===== src/rtl/mat_pkg.sv =====
// rtl/mat_pkg.sv - shared types and defaults for the matrix row accumulator
package mat_pkg;

  localparam int DW_DEF = 32;
  localparam int N_DEF  = 8;

  typedef enum logic [1:0] {
    IDLE  = 2'd0,
    GRANT = 2'd1,
    RECV  = 2'd2
  } state_t;

  typedef struct packed {
    logic              last;
    logic [DW_DEF-1:0] data;
  } fifo_entry_t;

endpackage


===== src/rtl/mat_sum_fifo.sv =====
// rtl/mat_sum_fifo.sv - synchronous result FIFO reporting empty, full and free entries
module mat_sum_fifo
  import mat_pkg::*;
#(
  parameter int W     = DW_DEF + 1,
  parameter int DEPTH = 16
) (
  input  logic                       clk,
  input  logic                       rst,
  input  logic                       i_push,
  input  logic [W-1:0]               i_push_data,
  input  logic                       i_pop,
  output logic [W-1:0]               o_pop_data,
  output logic                       o_empty,
  output logic                       o_full,
  output logic [$clog2(DEPTH):0]     o_free
);

  localparam int AW = $clog2(DEPTH);
  localparam logic [AW:0] DEPTH_W = (AW+1)'(DEPTH);

  logic [W-1:0]  r_mem [DEPTH];
  logic [AW-1:0] r_wr_ptr;
  logic [AW-1:0] r_rd_ptr;
  logic [AW:0]   r_count;
  logic          w_do_pop;

  assign o_empty    = (r_count == '0);
  assign o_full     = (r_count == DEPTH_W);
  assign o_free     = DEPTH_W - r_count;
  assign o_pop_data = r_mem[r_rd_ptr];
  assign w_do_pop   = i_pop && !o_empty;

  always_ff @(posedge clk) begin
    if (i_push) begin
      r_mem[r_wr_ptr] <= i_push_data;
    end
  end

  always_ff @(posedge clk) begin
    if (rst) begin
      r_wr_ptr <= '0;
      r_rd_ptr <= '0;
      r_count  <= '0;
    end else begin
      // Grant logic reserves space up front, so a push into a full FIFO is a design bug.
      assert (!(i_push && o_full));
      if (i_push) begin
        r_wr_ptr <= r_wr_ptr + 1'b1;
      end
      if (w_do_pop) begin
        r_rd_ptr <= r_rd_ptr + 1'b1;
      end
      case ({i_push, w_do_pop})
        2'b10:   r_count <= r_count + 1'b1;
        2'b01:   r_count <= r_count - 1'b1;
        default: r_count <= r_count;
      endcase
    end
  end

endmodule


===== src/rtl/mat_row_acc.sv =====
// rtl/mat_row_acc.sv - per-row frame accumulator; MAT_ROW_ACC_SAT_EN enables saturating sums
module mat_row_acc
  import mat_pkg::*;
#(
  parameter int DW         = DW_DEF,
  parameter int N          = N_DEF,
  parameter int FIFO_DEPTH = 16
) (
  input  logic          clk,
  input  logic          rst,
  input  logic          in_req,
  output logic          in_ack,
  input  logic          in_vld,
  input  logic [DW-1:0] in_data,
  output logic          out_vld,
  input  logic          out_rdy,
  output logic [DW-1:0] out_data,
  output logic          out_last,
  output logic          ovf
);

  localparam int CW = (N > 1) ? $clog2(N) : 1;
  localparam int AW = $clog2(FIFO_DEPTH);
  localparam logic [CW-1:0] LAST_IDX = CW'(N - 1);
  localparam logic [AW:0]   N_W      = (AW+1)'(N);

  state_t        r_state;
  state_t        w_next;
  logic [CW-1:0] r_col;
  logic [CW-1:0] r_row;
  logic [DW-1:0] r_sum;
  logic [DW-1:0] w_base;
  logic [DW-1:0] w_sum_next;
  logic          w_accept;
  logic          w_col_last;
  logic          w_row_last;
  logic          w_push;
  logic [DW:0]   w_push_data;
  logic [DW:0]   w_head;
  logic          w_empty;
  logic          w_full;
  logic [AW:0]   w_free;

  assign w_accept   = (r_state == RECV) && in_vld;
  assign w_col_last = (r_col == LAST_IDX);
  assign w_row_last = (r_row == LAST_IDX);
  assign w_base     = (r_col == '0) ? '0 : r_sum;

  always_ff @(posedge clk) begin
    if (rst) begin
      r_state <= IDLE;
    end else begin
      r_state <= w_next;
    end
  end

  always_comb begin
    w_next = r_state;
    in_ack = 1'b0;
    case (r_state)
      IDLE: begin
        // w_free is the registered count, so a same-cycle pop is not credited.
        if (in_req && !w_full && (w_free >= N_W)) begin
          w_next = GRANT;
        end
      end
      GRANT: begin
        in_ack = 1'b1;
        w_next = RECV;
      end
      RECV: begin
        if (w_accept && w_col_last && w_row_last) begin
          w_next = IDLE;
        end
      end
      default: w_next = IDLE;
    endcase
  end

`ifdef MAT_ROW_ACC_SAT_EN
  logic [DW:0] w_wide;
  logic        w_sat_hit;
  logic        r_ovf;

  assign w_wide     = {1'b0, w_base} + {1'b0, in_data};
  assign w_sat_hit  = w_wide[DW];
  assign w_sum_next = w_sat_hit ? '1 : w_wide[DW-1:0];

  always_ff @(posedge clk) begin
    if (rst) begin
      r_ovf <= 1'b0;
    end else if (w_accept && w_sat_hit) begin
      r_ovf <= 1'b1;
    end
  end

  assign ovf = r_ovf;
`else
  assign w_sum_next = w_base + in_data;
  assign ovf        = 1'b0;
`endif

  always_ff @(posedge clk) begin
    if (rst) begin
      r_col <= '0;
      r_row <= '0;
      r_sum <= '0;
    end else if (w_accept) begin
      if (w_col_last) begin
        r_col <= '0;
        r_row <= w_row_last ? '0 : r_row + 1'b1;
        r_sum <= '0;
      end else begin
        r_col <= r_col + 1'b1;
        r_sum <= w_sum_next;
      end
    end
  end

  assign w_push      = w_accept && w_col_last;
  assign w_push_data = {w_row_last, w_sum_next};

  mat_sum_fifo #(
    .W     (DW + 1),
    .DEPTH (FIFO_DEPTH)
  ) u_fifo (
    .clk         (clk),
    .rst         (rst),
    .i_push      (w_push),
    .i_push_data (w_push_data),
    .i_pop       (out_rdy),
    .o_pop_data  (w_head),
    .o_empty     (w_empty),
    .o_full      (w_full),
    .o_free      (w_free)
  );

  // Head storage is not reset, so outputs are masked while the FIFO is empty.
  assign out_vld  = !w_empty;
  assign out_data = w_empty ? '0 : w_head[DW-1:0];
  assign out_last = w_empty ? 1'b0 : w_head[DW];

endmodule

===== config.mk =====
export PLATFORM = sky130hd
export DESIGN_NAME = mat_row_acc
export DESIGN_NICKNAME = d
export VERILOG_FILES = /design/src/rtl/mat_pkg.sv /design/src/rtl/mat_sum_fifo.sv /design/src/rtl/mat_row_acc.sv
export SDC_FILE = /design/constraint.sdc
export NUM_CORES = 1
export LEC_CHECK = 0
export BUFFER_PORTS_ARGS = -buffer_cell sky130_fd_sc_hd__buf_2
export CELL_PAD_IN_SITES_DETAIL_PLACEMENT = 0
export CELL_PAD_IN_SITES_GLOBAL_PLACEMENT = 1
export CORE_ASPECT_RATIO = 1.5
export CORE_UTILIZATION = 60
export CTS_BUF_LIST = sky130_fd_sc_hd__clkbuf_2 sky130_fd_sc_hd__clkbuf_4 sky130_fd_sc_hd__clkbuf_8
export DETAILED_ROUTE_END_ITERATION = 10
export PLACE_DENSITY = 0.85
export SYNTH_ARGS = -nofsm -noshare
export SYNTH_HDL_FRONTEND = slang
export SYNTH_SLANG_ARGS = --single-unit

===== constraint.sdc =====
create_clock -name clk -period 7.8 [get_ports clk]
set_input_delay 0.39 -clock clk [delete_from_list [all_inputs] [get_ports clk]]
set_output_delay 0.39 -clock clk [all_outputs]
set_load 0.03 [all_outputs]

==> impl_results.md, run 1 <==
* Total number of vias at 12510
* RSZ-0062 raised after global routing: false
* Post-route cell area at 26830 um2
* Post-Syn Area at 24200 um2
* Max-cap violation count at 0
* Least-Margin Pin Slew at 1448 ps
* Final nets at 1502
* Adder-Cell Fraction of Synth Area at 2.596%
* Post-Synthesis Cells at 1295
* Clock slew at reported path FFs at 70 ps
* Switching fraction of total power at 20.63%
* Pre-antenna DRT Iters at 8
* Placed instance area at 25270 um2
* Syn Nets at 1381
* Compound-Gate Fraction of Synth Area at 4.141%
* Placeable Area at 39530 um2
* CTS Hold Bufs at 0
* Post-synth EDFFs at 528
* Pleak at 8.930 nW
* Crit Path Category: flop to flop
* Slew Viols, Final at 0
* GRT Residual Overflow at 0
* CTS Buf Count at 79
* Status: finished, violations left
* Drt wl/cell at 26.49 um
* Worst hold path type: primary input to flop
* Final Hold Fails at 0
* Place WS at 2923 ps
* Die area at 41160 um2
* Layout area overhead at 10.86%
* Initial Util at 61.22%
* Max Root-Sink Buffers at 3
* Sequential fraction of the synthesis area at 70.23%
* Setup Buffers After CTS at 0
* Crit. Startpoint: r_col[0]
* Drt first-iter violations at 1097
* HPWL after detailed placement at 28950 um
* Clock Sinks at 585
* PnR worst setup slack at 2866 ps
* Setup violations, final at 0
* Commonest non-fill, non-tap cells in the layout: edfxtp_1, mux4_2, clkbuf_8, buf_2, and2_1
* Worst hold stages at 3
* Comb pwr share at 2.2%
* Number of global-route vias before repair at 13150
* Post-synthesis register bit count at 585
* Highest Clock Rate at 202.7 MHz
* CP endpoint: u_fifo.r_mem[1][18]
* Largest family of logic cells by synthesized area: multiplexers
* Largest net degree at the start of global routing at 133
* CTS Root Cell: clkbuf_8
* Clock Skew at 25.26 ps
* Leading cell type in the layout, fill and taps excluded: edfxtp_1
* Remaining DRCs at 5
* Post-synth top flop: edfxtp_1
* WP data arrival at 5170 ps
* Setup slack, reg-to-reg at 2870 ps
* Failing checks: DRC
* Die width at 166.0 um
* Warnings from Yosys at 0
* Clock Latency Late Sink at 630 ps
* Asr flop ratio synth at 0%
* FILL cells at 2481
* First-pass GRT wire length at 78440 um
* Synthesized area per cell at 18.69 um2
* Fin Hold WS at 131.8 ps
* Setup TNS at 0 ps
* Initial antenna violation count at 2
* Final Critical Period at 4934 ps
* Site row count at 89
* Final WL at 52480 um
* Clk pwr share at 38.7%
* Final Wtd Congestion at 0.8448
* Io pins at 73
* Worst R2R Path Depth at 12
* Critical path fanouts, max at 33
* Tcrit/Tclk final at 63.25%
* Synth cell types at 60
* Post-Synth XOR/XNOR Area at 1.412%
* Psw at 1.194 mW
* GR Util All Layers at 26.75%
* Die Y at 248.0 um
* Htree depth at 3
* Internal Power at 4.594 mW
* R2r startpoint: r_col[0]
* TritonCTS clock tree: done
* Post-CTS resize count at 0
* # port buffers at 71
* Post-route ant nets at 0
* Drt via density at 6.314
* Post-synthesis simple-gate area fraction at 4.772%
* Sequential Power Share at 59.2%
* CP required at 8030 ps
* RR Endpoint: u_fifo.r_mem[1][18]
* Power per cell area at 215.8 nW/um2
* CP endpoint kind: flop
* CP startpoint kind: flop
* Max transition margin at 2.802%
* Layout cell share with drive strength beyond 1 at 28.85%
* Post-synthesis mux area share at 15.40%
* Peak VDD IR at 0.1541 mV
-- Yosys cell counts (4+ instances only) --
master / instances / area share (%)
dfxtp_1: 57 / 4.7
nor3b_1: 4 / 0.12
nor2_1: 55 / 0.85
a21o_1: 17 / 0.53
o21ai_1: 4 / 0.083
nand3_1: 13 / 0.27
a22o_1: 16 / 0.58
nor2b_1: 4 / 0.10
nor4_1: 5 / 0.13
nand4_1: 6 / 0.16
and3_1: 8 / 0.21
inv_1: 22 / 0.34
ha_1: 47 / 2.4
a31oi_1: 4 / 0.10
mux4_2: 165 / 15
o21bai_1: 5 / 0.16
edfxtp_1: 528 / 66
xnor2_1: 21 / 0.76
o21ai_0: 13 / 0.27
nor3_1: 8 / 0.17
a22oi_1: 11 / 0.34
xor2_1: 18 / 0.65
buf_2: 10 / 0.21
and2_1: 70 / 1.8
o21a_1: 4 / 0.12
clkbuf_1: 50 / 0.78
nand2_1: 37 / 0.57
a21oi_1: 46 / 0.95
-- kinds of logic after synthesis --
family | after synthesis
compound gates | 145
xor+xnor | 39
fa+ha+maj | 49
buf+inv | 87
flops | 585
mux | 166
other cells | 1
simple gates | 223
-- worst min-delay path by stage --
stage                  start          to
floorplan           r_sum[2]    r_sum[2]
global placement    r_sum[2]    r_sum[2]
detailed placement  r_sum[2]    r_sum[2]
CTS                   in_req  r_state[0]
global route          in_req  r_state[0]
finish                in_req  r_state[0]
-- per-layer routing --
| metal | share of wire (%) | global-route usage, % |
|---|---|---|
| met2 | 53 | 47.43 |
| met4 | 3.2 | 11.35 |
| met1 | 37 | 33.63 |
| met3 | 7.3 | 3.253 |
| met5 | 0 | 0 |
-- critical path, cell delays in order, from the launching register on --
cell	delay, ps
dfxtp_1	330
inv_1	80
ha_1	140
nand2b_1	610
and2_1	450
ha_1	220
fa_1	460
a21o_1	200
a221oi_2	340
o21ai_1	230
o211ai_2	310
nand2_1	160
xor2_1	990
-- power groups by stage --
stage | Combinational (mW) | Clock [mW] | Sequential (mW)
finish | 0.126 | 2.24 | 3.42
global route | 0.136 | 2.39 | 3.42
global placement | 0.120 | 0 | 3.49
detailed placement | 0.125 | 0 | 3.49
floorplan | 0.0736 | 0 | 3.49
CTS | 0.125 | 2.27 | 3.42
-- sequential cells by signal, summed over array words and instances, names as in the netlist, named ones only --
register         count
u_fifo.r_mem       528
r_sum               32
u_fifo.r_count       5
u_fifo.r_rd_ptr      4
u_fifo.r_wr_ptr      4
r_col                3
r_row                3
r_state              2
-- layout make-up --
type	count	area (um2)	area share, %
flip-flops and latches	585	17010	63.39
multi-input cells	623	6942	25.88
clock buffers	97	1254	4.673
well taps	500	625.6	2.332
repair buffers	105	623.1	2.323
clock inverters	48	291.5	1.087
inverters	22	82.58	0.3078
diodes	1	2.502	0.009328
-- metrics by stage --
| stage | cells | total power, mW | util (%) |
|---|---|---|---|
| final | 1981 | 5.788 | 67.86 |
| after global routing | 1981 | 5.953 | 67.86 |
| after CTS | 1980 | 5.822 | 67.84 |
| after detailed placement | 1835 | 3.617 | 63.93 |
| after global placement | 1835 | 3.611 | 63.93 |
| after floorplan | 1295 | 3.564 | - |
Power figures use the tool's default switching activity.
==> run 2, diff against run 1 <==
CORE_UTILIZATION = 51   (was 60)
PLACE_DENSITY = 0.76   (was 0.85)
clock period = 4 ns   (was 7.8 ns; I/O delays follow)
==> impl_results.md, run 2 (synthesis gave the netlist of run 1 again) <==
* Status: finished, violations left
* Failing checks: DRC
* GRT Residual Overflow at 0
* Post-route ant nets at 0
* Final Hold Fails at 0
* Placed instance area at 25890 um2
* GR Util All Layers at 22.87%
* WP data arrival at 4130 ps
* Met2 Track Usage GR at 41.93%
* Pleak at 9.343 nW
* Max-cap violation count at 0
* CP required at 4370 ps
* Drt wl/cell at 25.23 um
* GR Util met3 at 3.377%
* Max reg flops at 528
* Slew Viols, Final at 0
* Design Power at 11.62 mW
* Clock Sinks at 585
* Tcrit/Tclk final at 94.01%
* Drt via density at 5.954
* Largest net degree at the start of global routing at 59
* Largest Register: u_fifo.r_mem
* Die area at 48340 um2
* Pre-antenna DRT Iters at 8
* Commonest non-fill, non-tap cells in the layout: edfxtp_1, mux4_2, clkbuf_8, buf_2
* # port buffers at 71
* Htree depth at 3
* CP peak stage delay at 440 ps
* Layout cell share with drive strength beyond 1 at 32.55%
* Clock Skew at 38.67 ps
* Final Critical Period at 3760 ps
* Final nets at 1557
* Peak VDD IR at 0.2315 mV
* Max Root-Sink Buffers at 3
* CP endpoint kind: flop
* Met1 Track Usage GR at 27.58%
* Max transition margin at 9.251%
* HPWL after detailed placement at 31440 um
* Crit-path slowest cell: ha_2
* Fin Hold WS at 118.8 ps
* Initial antenna violation count at 2
* Crit Path Category: flop to flop
* Initial Util at 51.79%
* TritonCTS clock tree: done
* RSZ-0062 raised after global routing: true
* Global routing's busiest layer: met2
* Die width at 179.9 um
* Least-Margin Pin Slew at 1352 ps
* Final Util at 59.43%
* CTS Buf Count at 84
* Placeable Area at 46730 um2
* FILL cells at 3421
* Number of global-route vias before repair at 13470
* CP startpoint kind: flop
* Total number of vias at 12690
* Final Wtd Congestion at 0.8188
* Setup violations, final at 0
* Clock Latency Late Sink at 650 ps
* CTS Root Cell: clkbuf_8
* Layout area overhead at 14.75%
* Io pins at 73
* Drt first-iter violations at 951
* Die Y at 268.8 um
* Leading cell type in the layout, fill and taps excluded: edfxtp_1
* Largest registers: u_fifo.r_mem (528), r_sum (32), u_fifo.r_count (5)
* Highest Clock Rate at 265.9 MHz
* Remaining DRCs at 2
* Power per cell area at 418.6 nW/um2
* Post-route cell area at 27770 um2
* Final WL at 53770 um
* First-pass GRT wire length at 80430 um
* Setup TNS at 0 ps
* Clock slew at reported path FFs at 70 ps
* Critical path fanouts, max at 16
* Worst hold path type: primary input to flop
* Worst path cell trace: inv_1, ha_1, nand2b_1, buf_4, buf_4, and2_1, ha_2, o21ai_1, o21bai_2, a21boi_0, o31ai_2, buf_4, nor3_1, a221o_1, nor2_2, xnor2_4
* Site row count at 97
* Most frequent cell on the critical path: buf_4
-- run 2: final cells by class --
cell class / instances / area, um2 / area share [%]
Clock buffer: 110 / 1358 / 4.889
Tap cell: 594 / 743.2 / 2.676
Timing Repair Buffer: 155 / 1204 / 4.334
Inverter: 22 / 82.58 / 0.2974
Sequential cell: 585 / 17010 / 61.24
Clock inverter: 41 / 304.0 / 1.095
Multi-Input combinational cell: 623 / 7069 / 25.46
Antenna cell: 1 / 2.502 / 0.009011
-- run 2: worst max-delay path: cells and delay by family (launching register included) --
family | cells | cell delay, ps
flip-flops | 1 | 320
AND/OR/NAND/NOR | 4 | 620
buffers and inverters | 4 | 650
AO/OA/AOI/OAI | 5 | 1060
XOR/XNOR | 1 | 250
adder cells (fa/ha/maj) | 2 | 580
-- run 2: path summary, 6_finish.rpt --
path	startpoint	to	slack (ps)	depth (start not counted)
max	r_col[0]	u_fifo.r_mem[2][31]	240	16
min	rst	r_sum[4]	120	2
min reg2reg	r_sum[2]	r_sum[2]	450	2
max reg2reg	r_col[0]	u_fifo.r_mem[2][31]	240	16
-- run 2: metal layers --
metal,vias to the layer above,share of wire (%)
li1,5584,-
met1,6622,38
met2,384,54
met3,97,5.7
met4,0,2.5
met5,-,0
-- run 2: power by group --
group          internal [mW]  switching (mW)
sequential              6.67         0.00608
combinational         0.0898           0.193
clock                   2.44            2.23
-- run 2: through the flow --
| stage | setup slack (ps) | cells |
|---|---|---|
| floorplan | -1278 | 1295 |
| global placement | -27.76 | 1974 |
| detailed placement | -209.2 | 1974 |
| CTS | 29.47 | 2127 |
| global route | -25.88 | 2131 |
| finish | 239.6 | 2131 |
-- run 2: repair_timing --
item                                   4_1_cts  5_1_grt
endpoints found under the hold margin        2        0
setup endpoints to repair                  127      120
gates resized for setup                      8       10
pin swaps                                    0        4
buffers inserted                             0        3
hold buffers                                 2        0
==> run 3, diff against run 2 <==
CORE_UTILIZATION = 56   (was 51)
MAX_ROUTING_LAYER = met4   (was not set)
PLACE_DENSITY = 0.8   (was 0.76)
clock period = 4.1 ns   (was 4 ns; I/O delays follow)
==> impl_results.md, run 3 (synthesis gave the netlist of run 1 again) <==
* Crit Path Category: flop to flop
* FILL cells at 2931
* Die Y at 256.6 um
* GRT Residual Overflow at 0
* Remaining DRCs at 0
* Final Critical Period at 3795 ps
* CTS Buf Count at 83
* Power per cell area at 408.0 nW/um2
* Slew Viols, Final at 0
* Commonest non-fill, non-tap cells in the layout: edfxtp_1, mux4_2, clkbuf_8, buf_2, and2_1
* Placeable Area at 42360 um2
* Tcrit/Tclk final at 92.56%
* HPWL after detailed placement at 31350 um
* Number of global-route vias before repair at 13420
* Clock slew at reported path FFs at 60 ps
* Place WS at -263.0 ps
* Io pins at 73
* GR Util All Layers at 26.22%
* Max transition margin at 10.04%
* Final nets at 1554
* Placed Instances at 1944
* Worst hold stages at 5
* Total number of vias at 12770
* Max reg flops at 528
* Pre-antenna DRT Iters at 5
* Status: complete, no violations
* PnR worst setup slack at 305.1 ps
* Die width at 171.7 um
* Worst hold path type: primary input to flop
* RSZ-0062 raised after global routing: false
* Initial Util at 57.13%
* Drt wl/cell at 25.49 um
* Clock Skew at 14.24 ps
* Worst R2R Path Depth at 15
* CP startpoint kind: flop
* Setup slack, reg-to-reg at 310 ps
* TritonCTS clock tree: done
* Initial antenna violation count at 2
* Clock Sinks at 585
* Htree depth at 3
* Drt via density at 6.099
* Largest registers: u_fifo.r_mem (528), r_sum (32), u_fifo.r_count (5)
* Clock Latency Late Sink at 640 ps
* Post-route insts no fill at 2094
* Setup violations, final at 0
* Peak VDD IR at 0.2457 mV
* Largest net degree at the start of global routing at 52
* Critical path fanouts, max at 16
* Largest Register: u_fifo.r_mem
* Die area at 44070 um2
* WP data arrival at 4130 ps
* First-pass GRT wire length at 80520 um
* Pleak at 9.331 nW
* Post-route ant nets at 0
* Least-Margin Pin Slew at 1340 ps
* Layout cell share with drive strength beyond 1 at 32.77%
* Layout area overhead at 14.48%
* Site row count at 92
* CP required at 4430 ps
* # port buffers at 71
* Drt first-iter violations at 1020
* CTS Root Cell: clkbuf_8
* CP endpoint kind: flop
* Highest Clock Rate at 263.5 MHz
* Max Root-Sink Buffers at 3
* Leading cell type in the layout, fill and taps excluded: edfxtp_1
* Final WL at 53380 um
* Final Hold Fails at 0
* Max-cap violation count at 0
* Final Wtd Congestion at 0.8350
## run 3: path summary, 6_finish.rpt
check	from	to
min reg2reg	r_sum[2]	r_sum[2]
min	in_vld	r_col[2]
max	r_col[1]	u_fifo.r_mem[12][31]
max reg2reg	r_col[1]	u_fifo.r_mem[12][31]
## run 3: worst max-delay path, cell delays in order (launching register included)
cell and delay [ps]:
dfxtp_1 320, inv_1 70, ha_1 160, nand2b_2 140
buf_4 200, buf_12 140, and2_1 150, ha_1 380
o21ai_1 100, o21bai_1 240, a21boi_0 160, o31ai_2 440
nor3_1 100, a221o_1 370, nor2_1 190, xnor2_2 320
## run 3: power by group
| group | switching, mW | internal, mW |
|---|---|---|
| clock | 2.10 | 2.41 |
| sequential | 0.00577 | 6.51 |
| combinational | 0.187 | 0.0882 |
| total | 2.30 | 9.01 |
## run 3: final cells by class
type,instances,area (um2),share of cell area (%)
tap,564,705.7,2.547
clock inverter,26,165.2,0.5962
multi-input combinational,623,7048,25.44
inverter,22,82.58,0.2981
sequential,585,17010,61.39
timing repair buffer,153,1199,4.327
antenna,1,2.502,0.009033
clock buffer,120,1495,5.397
## run 3: timing repair
item / 4_1_cts / 5_1_grt
buffers inserted: 0 / 2
endpoints found under the hold margin: 1 / 0
gates resized for setup: 10 / 7
setup endpoints to repair: 149 / 134
gates cloned: 0 / 0
pin swaps: 0 / 3
hold buffers: 1 / 0
## run 3: metal layers
metal | track usage (%) | wire, um | vias to the layer above
met1 | 33.04 | 20520 | 6595
met5 | - | 0 | -
li1 | - | - | 5565
met2 | 43.29 | 28040 | 514
met4 | 8.677 | 1232 | 0
met3 | 4.414 | 3574 | 97
## run 3: per-stage QoR
step	hold slack [ps]	setup TNS [ps]	total power, mW	util [%]	instance area [um2]
after global placement	438.9	-1598	6.892	61.07	25870
after detailed placement	443.4	-11940	6.902	61.07	25870
after CTS	24.35	0	11.38	65.18	27610
final	65.70	0	11.30	65.40	27700
after floorplan	427.3	-155440	6.781	-	24200
after global routing	87.91	0	11.65	65.40	27700
